[src/rtl/rom_route_sequencer.sv]
// Shares one registered-read route ROM between a sequential stream client and a pipelined random-read client.
// Optional ROUTE_LOOP_EN: stream playback repeats until parar is asserted.
module rom_route_sequencer #(
    parameter int unsigned ADDR_W = 4,
    parameter int unsigned DATA_W = 4
) (
    input  logic              clock,
    input  logic              reset_n,
    input  logic              iniciar,
    input  logic              parar,
    input  logic [ADDR_W-1:0] ultimo,
    output logic [DATA_W-1:0] s_data,
    output logic              s_valid,
    input  logic              s_ready,
    output logic              s_fim,
    output logic              s_ativo,
    input  logic              r_req,
    input  logic [ADDR_W-1:0] r_addr,
    output logic              r_ack,
    output logic [DATA_W-1:0] r_data,
    output logic              r_valid,
    output logic [ADDR_W-1:0] rom_address,
    input  logic [DATA_W-1:0] rom_data
);

    typedef enum logic [1:0] {
        IDLE  = 2'd0,
        FETCH = 2'd1,
        WAIT  = 2'd2,
        HOLD  = 2'd3
    } state_t;

    state_t            state;
    state_t            state_nx;
    logic [ADDR_W-1:0] ptr;
    logic [ADDR_W-1:0] ptr_nx;
    logic [ADDR_W-1:0] last;
    logic [ADDR_W-1:0] last_nx;
    logic [DATA_W-1:0] s_data_nx;
    logic              s_valid_nx;
    logic              s_fim_nx;
    logic              prio_r;
    logic              r_pend;
    logic              conflict_c;
    logic              s_grant_c;
    logic              r_grant_c;

    // prio_r=1 means the random client wins the next conflict
    always_comb begin : arbiter
        conflict_c = (state == FETCH) && r_req;
        s_grant_c  = (state == FETCH) && (!r_req || !prio_r);
        r_grant_c  = r_req && ((state != FETCH) || prio_r);
    end

    assign r_ack = reset_n && r_grant_c;

    always_comb begin : rom_mux
        rom_address = '0;
        if (reset_n) begin
            if (s_grant_c) begin
                rom_address = ptr;
            end else if (r_grant_c) begin
                rom_address = r_addr;
            end
        end
    end

    always_comb begin : stream_next
        state_nx   = state;
        ptr_nx     = ptr;
        last_nx    = last;
        s_data_nx  = s_data;
        s_valid_nx = s_valid;
        s_fim_nx   = 1'b0;
        case (state)
            IDLE: begin
                if (iniciar) begin
                    ptr_nx   = '0;
                    last_nx  = ultimo;
                    state_nx = FETCH;
                end
            end
            FETCH: begin
                if (s_grant_c) begin
                    state_nx = WAIT;
                end
            end
            WAIT: begin
                s_data_nx  = rom_data;
                s_valid_nx = 1'b1;
                state_nx   = HOLD;
            end
            HOLD: begin
                if (s_valid && s_ready) begin
                    s_valid_nx = 1'b0;
                    if (ptr == last) begin
                        s_fim_nx = 1'b1;
`ifdef ROUTE_LOOP_EN
                        ptr_nx   = '0;
                        state_nx = FETCH;
`else
                        state_nx = IDLE;
`endif
                    end else begin
                        ptr_nx   = ptr + ADDR_W'(1);
                        state_nx = FETCH;
                    end
                end
            end
            default: begin
                state_nx = IDLE;
            end
        endcase
`ifdef ROUTE_LOOP_EN
        // stop overrides everything, including a final accept
        if (parar && (state != IDLE)) begin
            state_nx   = IDLE;
            s_valid_nx = 1'b0;
            s_fim_nx   = 1'b0;
        end
`endif
    end

`ifndef ROUTE_LOOP_EN
    logic unused_parar;
    assign unused_parar = parar;
`endif

    always_ff @(posedge clock or negedge reset_n) begin : stream_regs
        if (!reset_n) begin
            state   <= IDLE;
            ptr     <= '0;
            last    <= '0;
            s_data  <= '0;
            s_valid <= 1'b0;
            s_fim   <= 1'b0;
            s_ativo <= 1'b0;
            prio_r  <= 1'b0;
        end else begin
            state   <= state_nx;
            ptr     <= ptr_nx;
            last    <= last_nx;
            s_data  <= s_data_nx;
            s_valid <= s_valid_nx;
            s_fim   <= s_fim_nx;
            s_ativo <= (state_nx != IDLE);
            if (conflict_c) begin
                prio_r <= ~prio_r;
            end
        end
    end

    // random-read pipeline: ack cycle -> ROM cycle -> result pulse
    always_ff @(posedge clock or negedge reset_n) begin : random_regs
        if (!reset_n) begin
            r_pend  <= 1'b0;
            r_valid <= 1'b0;
            r_data  <= '0;
        end else begin
            r_pend  <= r_grant_c;
            r_valid <= r_pend;
            if (r_pend) begin
                r_data <= rom_data;
            end
        end
    end

endmodule

[config.mk]
export PLATFORM = sky130hd
export DESIGN_NAME = rom_route_sequencer
export DESIGN_NICKNAME = d
export VERILOG_FILES = /design/src/rtl/rom_route_sequencer.sv
export SDC_FILE = /design/constraint.sdc
export NUM_CORES = 1
export LEC_CHECK = 0
export CAP_MARGIN = 20
export CORE_MARGIN = 4
export CORE_UTILIZATION = 50
export CTS_CLUSTER_DIAMETER = 30
export DETAILED_ROUTE_END_ITERATION = 8
export DONT_BUFFER_PORTS = 1
export GPL_TIMING_DRIVEN = 0
export SYNTH_ARGS = -nofsm -noshare
export SYNTH_HDL_FRONTEND = slang
export SYNTH_SLANG_ARGS = --single-unit
[constraint.sdc]
create_clock -name clock -period 2.35 [get_ports clock]
set_input_delay 0.47 -clock clock [delete_from_list [all_inputs] [get_ports clock]]
set_output_delay 0.47 -clock clock [all_outputs]
set_load 0.01 [all_outputs]
==> flow_metrics.py <==
metrics = {
    "pwr": {
        "p_int_mw": 0.872,
        "power.share.sequential": 0.548,
        "power.static_leakage_nw": 0.494,
        "netSwitchingFraction": 0.373,
        "max-vdd-ir-drop_mv": 0.610,
        "powerDensity_nw_per_um2": 1200,
        "power_frac_comb": 0.330,
        "total_switching_power_mw": 0.520,
        "power.clock.fraction": 0.122,
    },
    "yosys": {
        "synth_seq_area_share": 0.563,
        "synth.top_cells.by_count": "sky130_fd_sc_hd__dfrtp_1, sky130_fd_sc_hd__nand2_1, sky130_fd_sc_hd__mux2_2",
        "async_flop_share": 1.00,
        "synth.top_cell.area_share": 0.563,
        "yosys.area.top_type": "sky130_fd_sc_hd__dfrtp_1",
        "post_synth_main_area_contributors": "sky130_fd_sc_hd__dfrtp_1, sky130_fd_sc_hd__mux2_2, sky130_fd_sc_hd__nand2_1",
        "ys.warnings.count": 0,
        "mappedNetlistNets": 109,
        "ys_seq_elements": 24,
        "synthMostInstantiatedCell": "sky130_fd_sc_hd__dfrtp_1",
        "synth_edf_count": 0,
        "mean_post_synth_cell_area_um2": 11.9,
        "post_synthesis_cell_area_um2": 1070,
        "netlist_instances": 90,
        "netlist-cell-type-count": 20,
        "ys.flop_type": "sky130_fd_sc_hd__dfrtp_1",
    },
    "cts": {
        "cts.sink_count": 24,
        "cts.htree.levels": 1,
        "post_cts.repair.setup_buffers": 0,
        "cts_tree": "done",
        "clockRootBuffer": "sky130_fd_sc_hd__clkbuf_4",
        "cts_buf_count": 3,
        "clock_latency_ns": 0.30,
        "cts_hold_buffers": 1,
        "cts_max_path_buffers": 2,
        "clk_transition_reported_paths_ns": 0.12,
        "post_cts_resized": 0,
    },
    "sta": {
        "max_slew.worst_pin.slew_ns": 0.490,
        "min_period_over_period": 0.915,
        "final_slew_viol_count": 0,
        "post-route-worst-setup-slack_ns": 0.200,
        "rsz0062_at_grt": "no",
        "report.final.hold_viol_count": 0,
        "max-slew-margin-rel": 0.672,
        "max_freq_mhz": 465,
        "setup-violations-final": 0,
        "setup_total_negative_slack_ns": 0,
        "clock-skew-final_ns": 0.00535,
        "period_minus_slack_ns": 2.15,
    },
    "setup_path": {
        "critical_path.startpoint_type": "flop",
        "critPathSlowestCell": "sky130_fd_sc_hd__dfrtp_1",
        "worstPathArrival_ns": 1.68,
        "criticalPathCategory": "reg2out",
        "critical-path-max-stage-delay_ns": 0.49,
        "critical_path.reg2reg.endpoint": "ptr[3]$_DFFE_PN0P_",
        "critical-path-top-delay-family": "simple AND/OR/NAND/NOR gates",
        "cp-startpoint": "state[0]$_DFF_PN0_",
        "count_of_buffering_cells_on_the_critical_path_with_inverters_included": 0,
        "cp.depth": 4,
        "critical_path.reg2reg.startpoint": "state[0]$_DFF_PN0_",
        "worst-r2r-setup-slack_ns": 0.91,
        "worst_ep_required_time_ns": 1.88,
        "worstPathMaxFanout": 8,
        "worstSetupEndpointType": "output port",
        "timing.critical_path.cells": "nor2b_1 -> nand2_1 -> nand3_1 -> a21boi_0",
        "worst_r2r_path_depth": 4,
    },
    "detailed_routing": {
        "vias": 698,
        "detail_route.wirelength_um": 2020,
        "antenna_left": 0,
        "drc": 0,
        "detailedRoute.firstPassIterationCount": 3,
        "routed_wire_length_per_instance_um": 16.5,
        "routed_via_density": 5.72,
        "drt_iter0_drc": 8,
    },
    "layout": {
        "design_area_um2": 1160,
        "post_route_cells_drive_above_1_share": 0.200,
        "area_growth_syn_to_layout_pct": 8.79,
        "layout.nets": 116,
        "antenna_cells": 0,
        "final_util": 0.580,
        "regArea_um2": 601,
        "multi_input_area_um2": 448,
        "final.fill_count": 169,
    },
    "floorplan": {
        "core.rowCount": 16,
        "die_height_um": 54.2,
        "floorplan.initialDensity": 0.533,
        "die_width_um": 54.2,
        "pin_count": 35,
        "core_um2": 2000,
        "design.die.area_um2": 2940,
    },
    "worst_hold_path": {
        "hp-class": "in2reg",
        "hold_path_depth": 1,
        "hold_start": "rom_data[3]",
        "min_to": "s_data[3]$_DFFE_PN0P_",
    },
    "place": {
        "buffer_ports.inserted": 0,
        "place_congestion": 0.729,
        "place_hpwl_um": 1490,
        "pre_cts_ws_ns": 0.446,
        "place_area_um2": 1100,
    },
    "global_route": {
        "grt_start_max_net_pins": 25,
        "globalRouteOverflowTotal": 0,
        "grt_overall_usage": 0.153,
        "antenna_found_initial": 0,
        "grt_first_pass_wirelength_um": 3150,
        "first_global_vias": 683,
    },
    "status": {
        "status": "complete, no violations",
    },
    "job": {
        "max_cap_violations": 0,
    },
}
==> cell families (layout without fill, tap and decap cells) <==
family | Yosys count | after routing | share of synthesized area
compound gates | 8 | 8 | 0.0586
xor+xnor | 5 | 5 | 0.0410
fa+ha+maj | 1 | 1 | 0.0117
buf+inv | 2 | 7 | 0.0176
flops | 24 | 24 | 0.563
mux | 15 | 15 | 0.155
simple gates | 35 | 35 | 0.154
==> layer usage <==
| layer | global-route usage | wire (um) | up-vias |
|---|---|---|---|
| met1 | 0.217 | 920 | 343 |
| met4 | 0.0747 | 13 | 0 |
| li1 | - | - | 330 |
| met2 | 0.219 | 929 | 23 |
| met5 | 0 | 0 | - |
| met3 | 0.0332 | 153 | 2 |
==> power groups by stage <==
stage	registers, mW	clock network, mW	logic (mW)
after global routing	0.790	0.195	0.518
after detailed placement	0.775	0	0.449
after floorplan	0.735	0	0.378
after global placement	0.769	0	0.419
final	0.763	0.170	0.460
after CTS	0.765	0.177	0.459
==> metrics by stage <==
| stage | power [mW] | instances | hold slack, ns |
|---|---|---|---|
| 2_1_floorplan | 1.11 | 90 | 0.174 |
| 3_3_place_gp | 1.19 | 117 | 0.175 |
| 3_5_place_dp | 1.22 | 117 | 0.175 |
| 4_1_cts | 1.40 | 121 | 0.300 |
| 5_1_grt | 1.50 | 122 | 0.281 |
| 6_report | 1.39 | 122 | 0.307 |
==> registers in the layout, indices dropped and copies added (netlist names) <==
register,flops
last,4
prio_r,1
ptr,4
r_data,4
r_pend,1
r_valid,1
s_ativo,1
s_data,4
s_fim,1
s_valid,1
state,2
==> worst max path at each step <==
stage / end
floorplan: rom_address[0]
global placement: rom_address[0]
detailed placement: rom_address[3]
CTS: rom_address[3]
global route: rom_address[3]
finish: rom_address[3]
==> cell type report <==
type / count / area share
Timing Repair Buffer: 2 / 0.0323
Sequential cell: 24 / 0.517
Clock buffer: 3 / 0.0194
Buffer: 2 / 0.0162
Multi-Input combinational cell: 64 / 0.386
Tap cell: 27 / 0.0291
==> placed cells by master, fill, tap and decap left out, drive strengths merged <==
cell         count
a41oi            1
clkbuf           4
and2             1
nand2b           1
and3             1
mux2            12
nor2b            1
mux2i            3
nor3             1
nand4            4
nand3            9
dfrtp           24
xnor2            5
ha               1
nor2             3
o21ai            2
a31oi            1
nand2           14
buf              2
dlygate4sd3      1
a21boi           4
Note: power is estimated with default switching activity, not from simulation.
